### config.mk
export PLATFORM = sky130hd
export DESIGN_NAME = seven_seg_scan_ctrl
export DESIGN_NICKNAME = d
export VERILOG_FILES = /design/src/rtl/seven_seg_scan_ctrl.sv
export SDC_FILE = /design/constraint.sdc
export NUM_CORES = 1
export LEC_CHECK = 0
export BUFFER_PORTS_ARGS = -buffer_cell sky130_fd_sc_hd__buf_2
export CORE_UTILIZATION = 26
export CTS_BUF_LIST = sky130_fd_sc_hd__clkbuf_8
export DETAILED_ROUTE_END_ITERATION = 8
export PLACE_DENSITY = 0.51
export SKIP_CTS_REPAIR_TIMING = 1
export SLEW_MARGIN = 20
export SYNTH_ARGS = -nofsm -noshare
export SYNTH_HDL_FRONTEND = slang
export SYNTH_SLANG_ARGS = --single-unit
### constraint.sdc
create_clock -name clk -period 2.52 [get_ports clk]
set_input_delay 0.126 -clock clk [delete_from_list [all_inputs] [get_ports clk]]
set_output_delay 0.126 -clock clk [all_outputs]
set_load 0.02 [all_outputs]
### src/rtl/seven_seg_scan_ctrl.sv
// Multiplexed seven-segment scan controller: double-buffered BCD frame,
// dead-time blanking between digits and optional leading-zero suppression.
module seven_seg_scan_ctrl #(
    parameter int          N_DIGITS     = 4,
    parameter int          REFRESH_DIV  = 100000,
    parameter int          BLANK_CYCLES = 1000,
    parameter logic [3:0]  BLANK_CODE   = 4'hF
) (
    input  logic                    clk,
    input  logic                    rst_n,
    input  logic                    enable,
    input  logic                    load,
    input  logic [4*N_DIGITS-1:0]   digits_in,
    input  logic [N_DIGITS-1:0]     dp_in,
    input  logic                    lz_en,
    output logic                    load_ack,
    output logic [3:0]              digit_code,
    output logic [N_DIGITS-1:0]     an_n,
    output logic                    dp_n,
    output logic                    frame_done
);

    localparam int IW   = (N_DIGITS > 1) ? $clog2(N_DIGITS) : 1;
    localparam int CMAX = (REFRESH_DIV > BLANK_CYCLES) ? REFRESH_DIV : BLANK_CYCLES;
    localparam int CW   = $clog2(CMAX + 1);

    typedef enum logic [1:0] {
        IDLE  = 2'd0,
        BLANK = 2'd1,
        SHOW  = 2'd2
    } state_t;

    state_t                      state, state_d;
    logic [IW-1:0]               idx, idx_d;
    logic [CW-1:0]               cnt, cnt_d;
    logic [N_DIGITS-1:0][3:0]    pend, pend_d, act, act_d;
    logic [N_DIGITS-1:0]         pend_dp, pend_dp_d, act_dp, act_dp_d;
    logic [N_DIGITS-1:0]         supp;
    logic                        wrap, xfer, allz;
    logic [N_DIGITS-1:0]         an_d;
    logic [3:0]                  code_d;
    logic                        dp_d, fd_d;

    // Digit i (>0) is blank when it and every digit above it is zero.
    always_comb begin
        supp = '0;
        allz = lz_en;
        for (int unsigned i = N_DIGITS - 1; i >= 1; i--) begin
            allz    = allz && (act[i] == 4'd0);
            supp[i] = allz;
        end
    end

    always_comb begin
        state_d = state;
        idx_d   = idx;
        cnt_d   = cnt;
        wrap    = 1'b0;
        fd_d    = 1'b0;
        case (state)
            IDLE: begin
                if (enable) begin
                    state_d = BLANK;
                    idx_d   = '0;
                    cnt_d   = '0;
                end
            end
            BLANK: begin
                if (cnt == CW'(BLANK_CYCLES - 1)) begin
                    state_d = SHOW;
                    cnt_d   = '0;
                end else begin
                    cnt_d = cnt + 1'b1;
                end
            end
            SHOW: begin
                if (cnt == CW'(REFRESH_DIV - 1)) begin
                    state_d = BLANK;
                    cnt_d   = '0;
                    if (idx == IW'(N_DIGITS - 1)) begin
                        idx_d = '0;
                        wrap  = 1'b1;
                        fd_d  = 1'b1;
                    end else begin
                        idx_d = idx + 1'b1;
                    end
                end else begin
                    cnt_d = cnt + 1'b1;
                end
            end
            default: state_d = IDLE;
        endcase
        if (!enable) begin
            state_d = IDLE;
            idx_d   = '0;
            cnt_d   = '0;
            wrap    = 1'b0;
            fd_d    = 1'b0;
        end
    end

    // A load on the transfer edge bypasses pending and lands in active directly.
    always_comb begin
        xfer      = wrap || (state == IDLE);
        pend_d    = load ? digits_in : pend;
        pend_dp_d = load ? dp_in : pend_dp;
        act_d     = xfer ? pend_d : act;
        act_dp_d  = xfer ? pend_dp_d : act_dp;
    end

    // SHOW is only entered from BLANK, never on a transfer edge, so the current active frame is the right source.
    always_comb begin
        an_d   = '1;
        code_d = BLANK_CODE;
        dp_d   = 1'b1;
        if (state_d == SHOW) begin
            an_d[idx_d] = 1'b0;
            code_d      = supp[idx_d] ? BLANK_CODE : act[idx_d];
            dp_d        = ~act_dp[idx_d];
        end
    end

    always_ff @(posedge clk or negedge rst_n) begin
        if (!rst_n) begin
            state      <= IDLE;
            idx        <= '0;
            cnt        <= '0;
            pend       <= {N_DIGITS{BLANK_CODE}};
            act        <= {N_DIGITS{BLANK_CODE}};
            pend_dp    <= '0;
            act_dp     <= '0;
            an_n       <= '1;
            digit_code <= BLANK_CODE;
            dp_n       <= 1'b1;
            load_ack   <= 1'b0;
            frame_done <= 1'b0;
        end else begin
            state      <= state_d;
            idx        <= idx_d;
            cnt        <= cnt_d;
            pend       <= pend_d;
            act        <= act_d;
            pend_dp    <= pend_dp_d;
            act_dp     <= act_dp_d;
            an_n       <= an_d;
            digit_code <= code_d;
            dp_n       <= dp_d;
            load_ack   <= load;
            frame_done <= fd_d;
        end
    end

endmodule

# == After elaboration in Yosys (flattened, before gate mapping) ==
# Cells that the tools add are included.
# totals
input_bits,25
register_bits,72
# op_classes
eq_ne,7
n_bitwise,2
mux,30
n_lt_le_gt_ge,2
add_sub_neg,2
n_reduce_logical,9
# op_table
cell,count
$mux 17,3
$pmux 17 s3,1
$mux 4,5
$add 17x1->17 const B,1
$eq 17x10->1 const B,1
$eq 17x17->1 const B,1
$mux 16,1
$logic_not 4->1,3
$mux 2,6
$bmux 4 s2,1
$mux 1,8
$eq 2x2->1 const B,3
$pmux 2 s3,1
$bmux 1 s2,2
$logic_and 1x1->1,4
$ne 4x1->1 const B,1
$not 4->4,1
$pmux 2 s2,1
$lt 2x3->1 const B,1
$add 2x1->2 const B,1
$demux 1 s2,1
$eq 2x1->1 const B,1
$ge 2x1->1 const B,1
$logic_not 2->1,1
other kinds (2),2

# == Longest topological paths before layout ==
# Gate-level depths: netlist of the first run.
# logic_depth
word_depth,11
mapped_depth,10
depth_no_buf,9

# == Least setup slack after synthesis of the first run ==
# OpenSTA, ideal clock, no wires.
# synth_timing
path_type,reg-to-reg
startpoint,register cnt[0]
endpoint,register cnt[11]
period_less_slack_ns,2.021
path_stages_with_launch,11
arrival_time_ns,1.939
slack_ns,0.499
setup_ns,0.082
path_cell_list,dfrtp_1 > ha_1 > and4_1 > buf_4 > nand4_2 > o21ai_1 > a21oi_1 > buf_4 > buf_4 > a21oi_1 > a31oi_1
# synth_via
elab_chain_cells,4
# synth_lines
element,line_no,text
"start, declared",35,"logic [CW-1:0] cnt, cnt_d;"
"start signal, assigned",140,cnt <= cnt_d;
$add 17x1->17 (tied with other cells),"73, 88",
$mux 17 (on tied branches),"77, 69",
$pmux 17 s3 (*),60,case (state)
$mux 17 (*),93,if (!enable) begin
# Mark *: on every way between the ends. The rest lies on a longest branch, timed or not.
# A chain may end at the register's enable or synchronous reset.

# == Worst setup path after layout of the first run ==
# layout_timing
startpoint,register state[0]
endpoint,register digit_code[1]
# layout_via
elab_chain_cells,7
# layout_lines
element,line_no,text
"start, declared",33,"state_t state, state_d;"
"start signal, assigned",138,state <= state_d;
$eq 2x2->1 / $logic_not 2->1 (equally long branches),60,
$pmux 2 s2,60,
$mux 2,93,
$bmux 4 s2 / $bmux 1 s2 (equally long branches),118,code_d = supp[idx_d] ? BLANK_CODE : act[idx_d];
$mux 4 (not written as such) / $mux 1 (equally long branches),118,
$mux 4,118,
$mux 4 (*),116,if (state_d == SHOW) begin
net code_d[1],41,logic [3:0] code_d;
"end signal, assigned",146,digit_code <= code_d;
"end, declared",17,"output logic [3:0] digit_code,"
# Mark *: on every way through the listed nets, which the timed path passes. The rest lies on a longest branch. The select of a mux whose other input is x is not followed.

==> out/metrics.cfg, run 1 <==
[run_status]
status = finished clean

[place]
dpl_worst_slack_ns = 0.0860
dpl_cell_area_sq_um = 3820
port_buffers = 35
globalplace.congestion = 0.761
hpwl_um = 4860

[cts]
clkSinkCount = 72
cts.path.max_buffers = 2
clk_pin_slew_ns = 0.08
tritoncts = built
cts-root-buf = clkbuf_8
clk_latency_ns = 0.35
h-tree-depth = 3
cts-buffers-inserted = 9

[global_route]
grt_pass1_wl_um = 12100
grt_max_degree = 73
grt-ovfl-total = 0
grtUsageTotal = 0.112
antenna_found_initial = 0
grt_pass1_vias = 2370

[detailed_routing]
finalWirelength_um = 6920
route.detailed.drc = 0
post_drt_wl_per_cell_um = 13.8
drtIter0Drc = 142
ant_nets = 0
via_per_inst = 4.60
drt_pass1_iterations = 4
vias = 2305

[layout]
regArea_sq_um = 1850
area_delta_synth_final_pct = 16.7
multi_input_area_sq_um = 1510
fin_area_sq_um = 4040
fin_nets = 355
nFillCells = 1332
final_layout_size_suffix_gt1_frac = 0.456
num_antenna_cells = 0

[timing]
holdWs_ns = 0.0166
finalCriticalPeriod_ns = 2.29
fmaxAchievable_mhz = 437
finalCritPeriodShare = 0.908
setup_viol = 0
fin_ws_ns = 0.232
finalHoldViolCount = 0
finalSetupTns_ns = 0
drv_slew = 0
slew_headroom = 0.675
skew_ns = 0.00791
worstMarginPinSlew_ns = 0.485
grt_setup_unrepaired = no

[floorplanning]
die_x_um = 117
pin_count = 36
initial_utilization = 0.270
row_count = 41
dieArea_sq_um = 13800
fp.dieH_um = 117
core-area_sq_um = 12800

[synth]
syn_inst = 286
synth_edf_count = 0
syn_avg_cell_area_sq_um = 12.1
synth.top_cell.area_share = 0.311
ys_ff_latch = 72
synth_ff_type = dfstp_2
ys_top_cells_by_count = 41 x dfstp_2, 39 x mux2_2, 31 x dfrtp_1
synth_nets = 317
synth_top_cell_by_area = dfstp_2
synth.cell_area_sq_um = 3460
yosysSeqAreaShare = 0.535
yosysUniqueCellTypes = 54
async_reset_ff_frac = 1.00
yosys_warnings = 0
synthTopCellsByArea = dfstp_2 31%, dfrtp_1 22%, mux2_2 13%
synth_most_common_cell = dfstp_2

[power_and_ir_drop]
peakVddDrop_uv = 217
leakage_nw = 1.59
powerDensity_nw_per_um2 = 619
p_total_w = 0.00250

[critical_path]
crit_start = state[0]$_DFF_PN0_
regToRegStartpoint = state[0]$_DFF_PN0_
crit_path_max_fanout = 6
setup.worst_path.end_class = register
required_ns = 2.78
worstSetupStartpointType = register
critPathKind = register to register
crit_arrival_ns = 2.54
rrSetupSlack_ns = 0.23

[worst_hold_path]
hp-start = digits_in[0]
holdCritPathClass = input pin to register

[job]
maxCapViolations = 0

==> registers in the layout, indices dropped and copies added, names as in the netlist, 2 cells and up <==
register    flops
act            16
act_dp          4
an_n            4
cnt            17
digit_code      4
idx             2
pend           16
pend_dp         4
state           2
==> layout make-up <==
| class | instances | area share |
|---|---|---|
| clock buffer | 10 | 0.0341 |
| clock inverter | 6 | 0.0164 |
| multi-input combinational | 195 | 0.373 |
| sequential | 72 | 0.459 |
| tap | 172 | 0.0533 |
| inverter | 7 | 0.00712 |
| timing repair buffer | 39 | 0.0576 |
==> cells in the final DEF (no fill, tap or decap), types with 10 or more instances in the layout <==
cell type  Yosys  final
nand3_1       11     11
clkbuf_8       0     10
o21ai_0       12     12
dfstp_2       41     41
a31oi_1       12     12
nor2_1        13     13
buf_2          3     35
nand2_1       23     23
a21oi_1       10     10
dfrtp_1       31     31
mux2_2        39     39
==> where the power goes <==
group,internal [W],switching [W]
logic,0.000114,0.000107
clock network,0.000488,0.000451
registers,0.00129,0.0000498
total,0.00189,0.000609
==> metal layers <==
layer	vias up	wire length, um	GRT usage
met1	1132	3440	0.150
met4	0	193	0.0666
met5	-	0	0
met3	17	187	0.0243
met2	38	3090	0.164
li1	1118	-	-
==> path summary, 6_finish.rpt <==
check / to / depth (start not counted)
setup / recovery: digit_code[1]$_DFF_PN1_ / 8
hold / removal: pend[0]$_DFF_PN1_ / 2
setup reg to reg: digit_code[1]$_DFF_PN1_ / 8
hold reg to reg: pend_dp[2]$_DFF_PN0_ / 1
max in group asynchronous: act[8]$_DFFE_PN1P_ / 3
min in group asynchronous: cnt[16]$_DFFE_PN0P_ / 3
==> worst max-delay path, cell delays in order, from the launching register on <==
cell and delay (ns):
dfrtp_1 0.40, inv_1 0.12, ha_1 0.29, and2_1 0.25, nand4_1 0.18, o21ai_4 0.29
o21ai_0 0.23, o221ai_1 0.28, o211ai_1 0.15
==> kinds of logic (layout without fill, tap and decap cells) <==
family                     count (synthesis)  after routing  synth area share
and+or+nand+nor                           85             85             0.143
DFF                                       72             72             0.535
AOI/OAI and AO/OA                         54             54             0.112
muxes                                     45             45             0.145
buffers and inverters                     19             62            0.0300
adders and majority gates                  6              6            0.0217
xor gates and xnor gates                   5              5            0.0126
==> through the flow <==
stage	std cells	util
detailed placement	484	0.298
CTS	500	0.314
finish	501	0.315
floorplan	286	-
global placement	484	0.298
global route	501	0.315
Note: power is estimated with default switching activity, not from simulation.
==> run 2, diff against run 1 <==
RECOVER_POWER = 100   (was default)
==> out/metrics.cfg, run 2 (synthesis results as in run 1) <==
[critical_path]
rrSetupSlack_ns = 0.21
r2r-end = digit_code[1]$_DFF_PN1_
crit_path_max_fanout = 8
setup.worst_path.end_class = register
crit_arrival_ns = 2.57
critPathKind = register to register
worstSetupStartpointType = register
crit_chain = ha_1 > and4_2 > and4_1 > a21oi_4 > or3b_1 > o221ai_1 > o211ai_1
required_ns = 2.78
crit_start = cnt[0]$_DFFE_PN0P_
regToRegStartpoint = cnt[0]$_DFFE_PN0P_
critPathMaxStageDelay_ns = 0.43
cp_slowest_cell = or3b_1
reg2reg_depth = 7
crit_family = simple AND/OR/NAND/NOR gates
path_buf_inv = 0

[cts]
clk_pin_slew_ns = 0.08
clk_latency_ns = 0.35
h-tree-depth = 3
cts-root-buf = clkbuf_8
cts-buffers-inserted = 9
cts.path.max_buffers = 2
tritoncts = built
clkSinkCount = 72

[layout]
finalCoreUtilization = 0.312
fin_nets = 355
area_delta_synth_final_pct = 15.6
num_antenna_cells = 0
largest_reg_flops = 17
top_register = cnt
final_layout_size_suffix_gt1_frac = 0.374
final_cell_mix = 41 x dfstp_2, 31 x dfrtp_1, 27 x mux2_2
final_common_cell = dfstp_2
top_regs = cnt x17, act x16, pend x16
nFillCells = 1338

[floorplanning]
die_x_um = 117
pin_count = 36
fp.dieH_um = 117
row_count = 41
core-area_sq_um = 12800
initial_utilization = 0.270
dieArea_sq_um = 13800

[place]
port_buffers = 35
hpwl_um = 4860
globalplace.congestion = 0.761

[detailed_routing]
route.detailed.drc = 0
ant_nets = 0
drt_pass1_iterations = 4
vias = 2313
finalWirelength_um = 6940
via_per_inst = 4.62
drtIter0Drc = 125
post_drt_wl_per_cell_um = 13.8

[power_and_ir_drop]
peakVddDrop_uv = 216
powerDensity_nw_per_um2 = 623
leakage_nw = 1.57

[timing]
skew_ns = 0.00775
grt_setup_unrepaired = no
worstMarginPinSlew_ns = 1.74
finalCritPeriodShare = 0.918
slew_headroom = -0.161
finalCriticalPeriod_ns = 2.31
finalSetupTns_ns = 0
drv_slew = 73
finalHoldViolCount = 0
fmaxAchievable_mhz = 432
setup_viol = 0

[worst_hold_path]
holdPathEnd = pend[12]$_DFF_PN1_
hold_depth = 2
holdCritPathClass = input pin to register
hp-start = digits_in[12]

[global_route]
grt_pass1_wl_um = 12100
antenna_found_initial = 0
grt_max_degree = 73
grt_pass1_vias = 2370
grtUsageTotal = 0.112
grt-ovfl-total = 0

[run_status]
violations = max-capacitance violations, max-slew violations
status = finished with violations

[job]
maxCapViolations = 1

==> run 2: layer usage <==
| layer | track usage | vias to the layer above | share of wire |
|---|---|---|---|
| li1 | - | 1116 | - |
| met1 | 0.150 | 1137 | 0.49 |
| met2 | 0.164 | 43 | 0.45 |
| met3 | 0.0243 | 17 | 0.029 |
| met4 | 0.0666 | 0 | 0.028 |
| met5 | 0 | - | 0 |
==> run 2: cell type report <==
class / instances / area (sq um) / area share
clock buffer: 10 / 138 / 0.0344
clock inverter: 6 / 66.3 / 0.0166
timing repair buffer: 39 / 203 / 0.0506
multi-input combinational: 195 / 1500 / 0.374
inverter: 7 / 28.8 / 0.00719
tap: 172 / 215 / 0.0538
sequential: 72 / 1850 / 0.463
==> run 2: worst max path at each step <==
stage	end	slack, ns	cells past startpoint
2_1_floorplan	cnt[11]$_DFFE_PN0P_	0.50	10
3_3_place_gp	digit_code[1]$_DFF_PN1_	0.28	7
3_5_place_dp	digit_code[1]$_DFF_PN1_	0.09	7
4_1_cts	digit_code[1]$_DFF_PN1_	0.08	7
5_1_grt	digit_code[2]$_DFF_PN1_	0.03	8
6_report	digit_code[1]$_DFF_PN1_	0.21	7
==> run 2: metrics by stage <==
step,hold slack [ns],instances,total power (W),setup slack [ns],cell area (sq um)
after floorplan,-0.170,286,0.00149,0.499,3460
after global routing,0.00484,501,0.00262,0.0303,4000
after detailed placement,0.192,484,0.00159,0.0860,3820
after CTS,-0.197,500,0.00254,0.0787,4030
after global placement,0.191,484,0.00158,0.284,3820
final,0.0116,501,0.00249,0.208,4000
==> run 2: report_power, final <==
group / internal [W] / switching [W] / total (W)
logic: 0.000105 / 0.000107 / 0.000212
clock network: 0.000488 / 0.000451 / 0.000939
registers: 0.00129 / 0.0000491 / 0.00134
total: 0.00188 / 0.000607 / 0.00249
